===== config.mk =====
export PLATFORM = sky130hd
export DESIGN_NAME = vmem_arb
export DESIGN_NICKNAME = d
export VERILOG_FILES = /design/src/rtl/vmem_arb.sv
export SDC_FILE = /design/constraint.sdc
export NUM_CORES = 1
export LEC_CHECK = 0
export ABC_AREA = 0
export BUFFER_PORTS_ARGS = -buffer_cell sky130_fd_sc_hd__clkbuf_2
export CORE_ASPECT_RATIO = 1.5
export CORE_MARGIN = 2
export CORE_UTILIZATION = 50
export CTS_BUF_LIST = sky130_fd_sc_hd__clkbuf_8
export CTS_CLUSTER_DIAMETER = 200
export DETAILED_ROUTE_END_ITERATION = 7
export MAX_ROUTING_LAYER = met4
export PLACE_DENSITY = 0.83
export SYNTH_ARGS = -nofsm -noshare
export SYNTH_HDL_FRONTEND = slang
export SYNTH_SLANG_ARGS = --single-unit

===== constraint.sdc =====
create_clock -name clk -period 5.3 [get_ports clk]
set_input_delay 0.265 -clock clk [delete_from_list [all_inputs] [get_ports clk]]
set_output_delay 0.265 -clock clk [all_outputs]
set_load 0.01 [all_outputs]

===== src/rtl/vmem_arb.sv =====
// vmem_arb: single-port video memory arbiter (VGA > CPU > screen fill), one-cycle BRAM read latency.
module vmem_arb #(
    parameter int VMEMSTART = 1024,
    parameter int VMEMEND   = 5824,
    parameter int MEMTOP    = 6144
) (
    input  logic        clk,
    input  logic        rst,
    input  logic        vga_req,
    input  logic [12:0] vga_addr,
    output logic [7:0]  vga_data,
    input  logic        cpu_req,
    input  logic        cpu_we,
    input  logic [12:0] cpu_addr,
    input  logic [7:0]  cpu_wdata,
    output logic [7:0]  cpu_rdata,
    output logic        cpu_ack,
    input  logic        fill_start,
    input  logic [7:0]  fill_value,
    output logic        fill_busy,
    output logic        fill_done,
    output logic [12:0] mem_addr,
    output logic        mem_we,
    output logic [7:0]  mem_wdata,
    input  logic [7:0]  mem_rdata
);
    localparam logic [0:0] C_IDLE = 1'b0;
    localparam logic [0:0] C_ACK  = 1'b1;
    localparam logic [1:0] F_IDLE = 2'd0;
    localparam logic [1:0] F_RUN  = 2'd1;
    localparam logic [1:0] F_DONE = 2'd2;
    localparam logic [12:0] L_START = 13'(VMEMSTART);
    localparam logic [12:0] L_LAST  = 13'(VMEMEND - 1);
    localparam logic [12:0] L_TOP   = 13'(MEMTOP);

    logic [0:0]  r_cst;
    logic [1:0]  r_fst;
    logic [12:0] r_ptr, r_last;
    logic [7:0]  r_fval, r_vga_hold;
    logic        r_vga_pend, r_cpu_rd;
    logic        w_vga_gnt, w_cpu_gnt, w_fill_gnt, w_cpu_ok;

    // grants are gated by rst so the port is quiet while reset is asserted
    assign w_vga_gnt  = rst & vga_req;
    assign w_cpu_gnt  = rst & ~vga_req & cpu_req & (r_cst == C_IDLE);
    assign w_fill_gnt = rst & ~vga_req & ~w_cpu_gnt & (r_fst == F_RUN);
    assign w_cpu_ok   = cpu_addr < L_TOP;

    assign mem_addr  = w_vga_gnt ? vga_addr : w_cpu_gnt ? cpu_addr : w_fill_gnt ? r_ptr : r_last;
    assign mem_we    = (w_cpu_gnt & cpu_we & w_cpu_ok) | w_fill_gnt;
    assign mem_wdata = w_cpu_gnt ? cpu_wdata : w_fill_gnt ? r_fval : 8'd0;
    assign vga_data  = r_vga_pend ? mem_rdata : r_vga_hold;
    assign cpu_ack   = r_cst == C_ACK;
    assign cpu_rdata = (cpu_ack & r_cpu_rd) ? mem_rdata : 8'd0;
    assign fill_busy = r_fst != F_IDLE;
    assign fill_done = r_fst == F_DONE;

    always_ff @(posedge clk or negedge rst) begin
        if (!rst) begin
            r_cst      <= C_IDLE;
            r_fst      <= F_IDLE;
            r_ptr      <= '0;
            r_last     <= '0;
            r_fval     <= '0;
            r_vga_hold <= '0;
            r_vga_pend <= 1'b0;
            r_cpu_rd   <= 1'b0;
        end else begin
            r_last     <= mem_addr;
            r_vga_pend <= vga_req;
            r_vga_hold <= vga_data;
            r_cst      <= w_cpu_gnt ? C_ACK : C_IDLE;
            r_cpu_rd   <= ~cpu_we & w_cpu_ok;
            if (r_fst == F_IDLE && fill_start) begin
                r_fst  <= F_RUN;
                r_fval <= fill_value;
                r_ptr  <= L_START;
            end else if (w_fill_gnt) begin
                r_ptr <= r_ptr + 13'd1;
                if (r_ptr == L_LAST) r_fst <= F_DONE;
            end else if (r_fst == F_DONE) begin
                r_fst <= F_IDLE;
            end
        end
    end
endmodule


==> results of run 1 <==
-- synth_stat cells --
cell type / count / area share (%)
o21ai_0: 31 / 6.8
nor3_1: 1 / 0.22
or3_1: 1 / 0.27
ha_1: 1 / 0.54
mux2i_1: 1 / 0.44
and3_2: 2 / 0.65
nor2b_1: 1 / 0.27
clkbuf_1: 9 / 1.5
or4_1: 5 / 1.6
buf_6: 2 / 0.98
nand3_1: 8 / 1.7
xor2_1: 3 / 1.1
or2_0: 1 / 0.27
and2b_1: 1 / 0.33
a21o_1: 2 / 0.65
a21oi_1: 6 / 1.3
and3_1: 9 / 2.5
inv_1: 2 / 0.33
nand2_1: 52 / 8.5
o211ai_1: 2 / 0.65
nand2_2: 1 / 0.27
or4_4: 1 / 0.49
nand2b_1: 3 / 0.82
clkinv_1: 1 / 0.16
o31ai_1: 2 / 0.65
nand4_1: 4 / 1.1
and4b_1: 1 / 0.44
a22o_1: 8 / 3.1
nand4_2: 1 / 0.54
nor2_1: 4 / 0.65
and4_2: 2 / 0.87
and4bb_2: 1 / 0.54
mux2_2: 8 / 3.9
or3_2: 1 / 0.33
and2_1: 3 / 0.82
dfrtp_1: 47 / 51
o22ai_1: 13 / 3.5
-- sequential cells by signal (all words and copies together), names as in the netlist --
signal	count
r_last	13
r_ptr	13
r_fval	8
r_vga_hold	8
r_fst	2
cpu_ack	1
r_cpu_rd	1
r_vga_pend	1
-- through the flow --
stage | utilization, % | area [sq um] | std cells
final | 65.3 | 2920 | 384
after global routing | 65.3 | 2920 | 384
after CTS | 65.3 | 2920 | 384
after detailed placement | 62.4 | 2790 | 375
after global placement | 62.4 | 2790 | 375
after floorplan | - | 2300 | 241
-- layer usage --
metal	GRT usage, %	vias up	share of wire, %	wire, um
met5	-	-	0	0
met4	8.47	0	1.5	81
met3	3.12	8	5.5	295
met2	39.7	83	53	2830
met1	27.9	997	40	2130
li1	-	1061	-	-
-- kinds of logic after synthesis --
| kind of cell | after synthesis | share of synthesized area (%) |
|---|---|---|
| muxes | 9 | 4.36 |
| AOI/OAI and AO/OA | 64 | 16.6 |
| buffers and inverters | 14 | 2.94 |
| xor gates and xnor gates | 3 | 1.14 |
| adders and majority gates | 1 | 0.545 |
| DFF | 47 | 51.2 |
| and+or+nand+nor | 103 | 23.2 |
-- area by class of cell --
type | instances | share of cell area [%]
Clock buffer | 6 | 2.83
Timing Repair Buffer | 98 | 17.1
Sequential cell | 47 | 40.3
Tap cell | 48 | 2.06
Clock inverter | 2 | 1.20
Multi-Input combinational cell | 180 | 36.1
Inverter | 3 | 0.386
-- power breakdown --
part | internal [mW] | total, mW | leakage [nW] | switching (mW)
Clock | 0.153 | 0.269 | 0.0612 | 0.117
Combinational | 0.0714 | 0.162 | 0.842 | 0.0904
Sequential | 0.407 | 0.442 | 0.585 | 0.0350
Total | 0.631 | 0.873 | 1.49 | 0.242
-- cell usage in the layout (no fill, tap or decap), types with 2 or more instances in the layout --
cell type,netlist,routed
inv_1,2,2
or4_1,5,5
and4_2,2,2
and2_1,3,3
a21oi_1,6,6
o211ai_1,2,2
o31ai_1,2,2
clkbuf_8,0,6
dfrtp_1,47,47
a21o_1,2,2
and3_1,9,9
o22ai_1,13,13
nand2_1,52,52
clkbuf_2,0,96
nor2_1,4,4
nand3_1,8,8
and3_2,2,2
nand4_1,4,4
xor2_1,3,3
a22o_1,8,8
nand2b_1,3,3
mux2_2,8,8
o21ai_0,31,31
-- how the worst max path moves through the flow --
stage	start	to	slack [ns]
floorplan	cpu_ack	mem_addr[10]	3.32
global placement	rst	mem_wdata[5]	2.41
detailed placement	rst	mem_addr[2]	2.34
CTS	rst	mem_addr[2]	1.78
global route	rst	mem_addr[1]	1.46
finish	rst	mem_addr[2]	1.84
-- timing repair --
item,in CTS,in global routing
hold buffers,1,0
endpoints found under the setup margin,0,0
buffers inserted,0,0
hold endpoints to repair,21,0
==> impl_results.md, run 1 <==
* Finish-stage setup viols at 0
* CP max stage cell: a21oi_1
* First-pass GRT wire length at 8.96 mm
* Final Critical Period at 3.46 ns
* Pin count of the biggest net entering global routing at 32
* # port buffers at 96
* Mapped Cells at 241
* Multi-input logic area at 1050 sq um
* Setup WS pre-CTS at 2.34 ns
* FP Rows at 30
* Final hold viol count at 0
* Max_slew headroom at 38.3%
* Bufs and invs on worst path at 4
* CP Depth at 8
* Core area at 4470 sq um
* Filler cells at 373
* Syn. warnings at 0
* Worst-margin pin slew at 0.925 ns
* H-tree levels at 2
* CP most frequent cell: clkbuf_2
* Setup_tns at 0 ns
* Initial Utilization at 51.4%
* P&R area growth vs syn at 27.0%
* Cts repair resizes at 0
* Maximum operating frequency at 0.289 GHz
* Origin of the worst min-delay path: cpu_we
* Average size of a mapped cell at 9.53 sq um
* CTS buffer count at 5
* Worst path top cell family by delay: buffers and inverters
* Leakage power at 1.49 nW
* Worst setup path category: in -> out
* Grt total ovfl at 0
* Clock Sinks at 47
* Clock Tree Buf Depth at 2
* FF-to-FF path depth at 4
* FF-to-FF Start: cpu_ack
* RSZ-0062 raised after global routing: false
* Initial antenna violation count at 0
* Clock-pin slew on the worst setup and hold paths at 0.09 ns
* DRC at 0
* Dpl hpwl at 4.07 mm
* CP max FO at 31
* Worst EP required at 5.04 ns
* Drt pass-1 iters at 4
* Slew Viols, Final at 0
* Antenna-violating nets left at 0
* Die ar. at 5160 sq um
* Hold Crit Endpoint: r_cpu_rd
* Hold_ws at 0.131 ns
* Netlist cell types at 37
* Reg2reg setup slack at 3.11 ns
* Power after layout at 873 uW
* CTS tree: done
* Placer Congestion at 0.830
* CP cell instances: dlygate4sd3_1 > clkbuf_2 > buf_4 > nand2b_1 > a21oi_1 > o22ai_1 > o21ai_0 > clkbuf_2
* Outcome: complete, no violations
* MaxCap Viol Count at 0
* Setup ws final at 1.84 ns
* Mapped cell area at 2300 sq um
* Crit end category: primary output
* Worst Hold Class: in -> reg
* Drt wl/cell at 13.9 um
* Vias in the first global route at 1,978
* Clock Skews at 0.00836 ns
* Storage cell area at 1180 sq um
* Root buffer cell: clkbuf_8
* Die X-Extent at 59.3 um
* Critical Path Start Type: primary input
* Share of layout cells above drive strength 1 at 36.3%
* Antenna Cells at 0
* Final #Nets at 392
* Maximum vdd drop at 0.187 mV
* Chip Height at 87.0 um
* Clock Latency Late Sink at 0.30 ns
* Period utilization at 65.2%
* Routed WL at 5.33 mm
* Vias/cell at 5.60
* Top Ports at 97
* Sequential area share after synthesis at 51.2%
* R2R Path End: r_last[2]
* Crit path DAT at 3.19 ns
* DR iter-0 viols at 47
* Vias at 2,149
* Power Density at 299 nW/um^2
* Critical Path Max Stage Delay at 0.73 ns
* Hold path depth at 2
* Tot GR Track Use at 23.4%
* Synthesized Nets at 298
* Register bit total from synthesis at 47
(Power assumes the default switching activity.)
==> run 2, diff against run 1 <==
--- a/config.mk
+++ b/config.mk
@@ -9,12 +9,12 @@
 export BUFFER_PORTS_ARGS = -buffer_cell sky130_fd_sc_hd__clkbuf_2
 export CORE_ASPECT_RATIO = 1.5
 export CORE_MARGIN = 2
-export CORE_UTILIZATION = 50
+export CORE_UTILIZATION = 49
 export CTS_BUF_LIST = sky130_fd_sc_hd__clkbuf_8
 export CTS_CLUSTER_DIAMETER = 200
 export DETAILED_ROUTE_END_ITERATION = 7
 export MAX_ROUTING_LAYER = met4
-export PLACE_DENSITY = 0.83
+export PLACE_DENSITY = 0.82
 export SYNTH_ARGS = -nofsm -noshare
 export SYNTH_HDL_FRONTEND = slang
 export SYNTH_SLANG_ARGS = --single-unit
==> constraint.sdc (replaced) <==
create_clock -name clk -period 3.4 [get_ports clk]
set_input_delay 0.17 -clock clk [delete_from_list [all_inputs] [get_ports clk]]
set_output_delay 0.17 -clock clk [all_outputs]
set_load 0.01 [all_outputs]
==> impl_results.md, run 2 (synthesized netlist as in run 1, its figures left out) <==
* Antenna-violating nets left at 0 (unchanged)
* Vias at 2,148 (was 2,149)
* Most frequent cells in the layout: clkbuf_2 (96), nand2_1 (52), dfrtp_1 (47) (unchanged)
* Clock-pin slew on the worst setup and hold paths at 0.08 ns (was 0.09 ns)
* Finish-stage setup viols at 0 (unchanged)
* Power Density at 436 nW/um^2 (was 299 nW/um^2)
* First-pass GRT wire length at 9.32 mm (was 8.96 mm)
* Routed WL at 5.68 mm (was 5.33 mm)
* Placer Congestion at 0.841 (was 0.830)
* Core area at 4500 sq um (was 4470 sq um)
* Antenna Cells at 0 (unchanged)
* H-tree levels at 2 (unchanged)
* CTS buffer count at 5 (unchanged)
* Filler cells at 398 (was 373)
* Worst-margin pin slew at 0.689 ns (was 0.925 ns)
* Worst setup path category: reg -> out (was in -> out)
* DRC at 0 (unchanged)
* Hold path depth at 2 (unchanged)
* CP max FO at 15 (was 31)
* Root buffer cell: clkbuf_8 (unchanged)
* # port buffers at 96 (unchanged)
* GRT met1 Usage at 26.9% (was 27.9%)
* Biggest regs: r_last: 13 flops, r_ptr: 13 flops (unchanged)
* Period utilization at 82.4%
* Post-CTS Setup Inserts at 0 (unchanged)
* Worst Hold Class: in -> reg (unchanged)
* FP Rows at 30 (unchanged)
* CP max stage cell: or2_0 (was a21oi_1)
* Pin count of the biggest net entering global routing at 33 (was 32)
* Top Ports at 97 (unchanged)
* Power after layout at 1.27 mW (was 873 uW)
* Vias/cell at 5.56 (was 5.60)
* Die ar. at 5260 sq um (was 5160 sq um)
* Final Critical Period at 2.80 ns
* FF-to-FF path depth at 3 (was 4)
* Leakage power at 1.48 nW (was 1.49 nW)
* Crit end category: primary output (unchanged)
* Global-route met3 utilization at 3.99% (was 3.12%)
* Setup WS pre-CTS at 0.936 ns (was 2.34 ns)
* DR iter-0 viols at 75 (was 47)
* Slew Viols, Final at 0 (unchanged)
* Die X-Extent at 59.9 um (was 59.3 um)
* GRT busiest layer: met2 (unchanged)
* Vias in the first global route at 2,056 (was 1,978)
* Tot GR Track Use at 24.1% (was 23.4%)
* Most common cell after layout, fill and taps aside: clkbuf_2 (unchanged)
* Clock Skews at 0.00557 ns (was 0.00836 ns)
* Final #Nets at 394 (was 392)
* Clock Latency Late Sink at 0.30 ns (about the same)
* Worst EP required at 3.23 ns (was 5.04 ns)
* Setup_tns at 0 ns (unchanged)
* Share of layout cells above drive strength 1 at 36.4% (was 36.3%)
* Grt total ovfl at 0 (unchanged)
* MaxCap Viol Count at 0 (unchanged)
* CP cell instances: nand2b_1 > or2_0 > clkinv_1 > a22o_1 > clkbuf_2 (was dlygate4sd3_1 > clkbuf_2 > buf_4 > nand2b_1 > a21oi_1 > o22ai_1 > o21ai_0 > clkbuf_2)
* Critical Path Start Type: flip-flop (was primary input)
* Drt wl/cell at 14.7 um (was 13.9 um)
* P&R area growth vs syn at 26.2% (was 27.0%)
* Final hold viol count at 0 (unchanged)
* Initial antenna violation count at 0 (unchanged)
* Drt pass-1 iters at 4 (unchanged)
* Maximum vdd drop at 0.309 mV (was 0.187 mV)
* RSZ-0062 raised after global routing: false (unchanged)
* Maximum operating frequency at 0.357 GHz
* Global routing usage on met2 at 40.9% (was 39.7%)
* CTS tree: done (unchanged)
* Crit path DAT at 2.63 ns (was 3.19 ns)
* Max_slew headroom at 54.1% (was 38.3%)
* Dpl hpwl at 4.39 mm (was 4.07 mm)
* Clock Sinks at 47 (unchanged)
* Initial Utilization at 51.0% (was 51.4%)
* Critical Path Max Stage Delay at 0.60 ns (was 0.73 ns)
* Outcome: complete, no violations (unchanged)
* Clock Tree Buf Depth at 2 (unchanged)
* Setup ws final at 0.599 ns (was 1.84 ns)
* Final core occ at 64.4% (was 65.3%)
* Chip Height at 87.9 um (was 87.0 um)
==> run 2: cell types whose count changed in the layout (fill, tap and decap cells not counted) <==
cell	before	now
clkinvlp_4	0	1
clkbuf_8	6	5
inv_1	2	3
buf_4	1	3
bufinv_16	1	0
==> run 2: critical path: cells and delay by family (launching register included) <==
family                 cells  cell delay, ns
and+or+nand+nor            2            0.93
buffers and inverters      2            0.58
DFF                        1            0.49
AOI/OAI and AO/OA          1            0.33
==> run 2: path summary, 6_finish.rpt <==
path	from	to	slack (ns)
max	cpu_ack	mem_wdata[7]	0.60
min	cpu_we	r_cpu_rd	0.03
max reg2reg	cpu_ack	cpu_ack	1.29
min reg2reg	r_fval[2]	r_fval[2]	0.48
max in group asynchronous	rst	r_fval[6]	2.67
min in group asynchronous	rst	r_ptr[0]	0.39
==> run 2: cell type report <==
type	count	area, sq um	share of cell area (%)
flip-flops and latches	47	1180	40.6
inverters	3	11.3	0.388
multi-input cells	180	1050	36.3
clock inverters	3	16.3	0.561
repair buffers	100	513	17.7
clock buffers	5	68.8	2.37
well taps	48	60.1	2.07
==> run 2: metrics by stage <==
stage	hold slack, ns	instances	area, sq um
final	0.0292	386	2900
after global routing	0.0447	386	2900
after CTS	0.0297	386	2900
after detailed placement	0.186	377	2800
after global placement	0.190	377	2800
after floorplan	-0.126	241	2300
==> run 2: timing repair <==
item | in CTS | in global routing
resized for setup | 0 | 0
setup endpoints to repair | 0 | 0
endpoints found under the hold margin | 47 | 0
hold buffers | 1 | 0
==> run 2: power by group <==
| part | total (mW) | leakage (nW) | switching, mW | internal [mW] |
|---|---|---|---|---|
| logic | 0.256 | 0.852 | 0.144 | 0.112 |
| clock network | 0.321 | 0.0453 | 0.180 | 0.141 |
| registers | 0.688 | 0.585 | 0.0540 | 0.634 |
==> run 2: metal layers <==
layer	wire length (um)	share of wire, %	vias up
li1	-	-	1065
met4	167	2.9	0
met5	0	0	-
met1	2250	40	994
met3	238	4.2	13
met2	3020	53	76
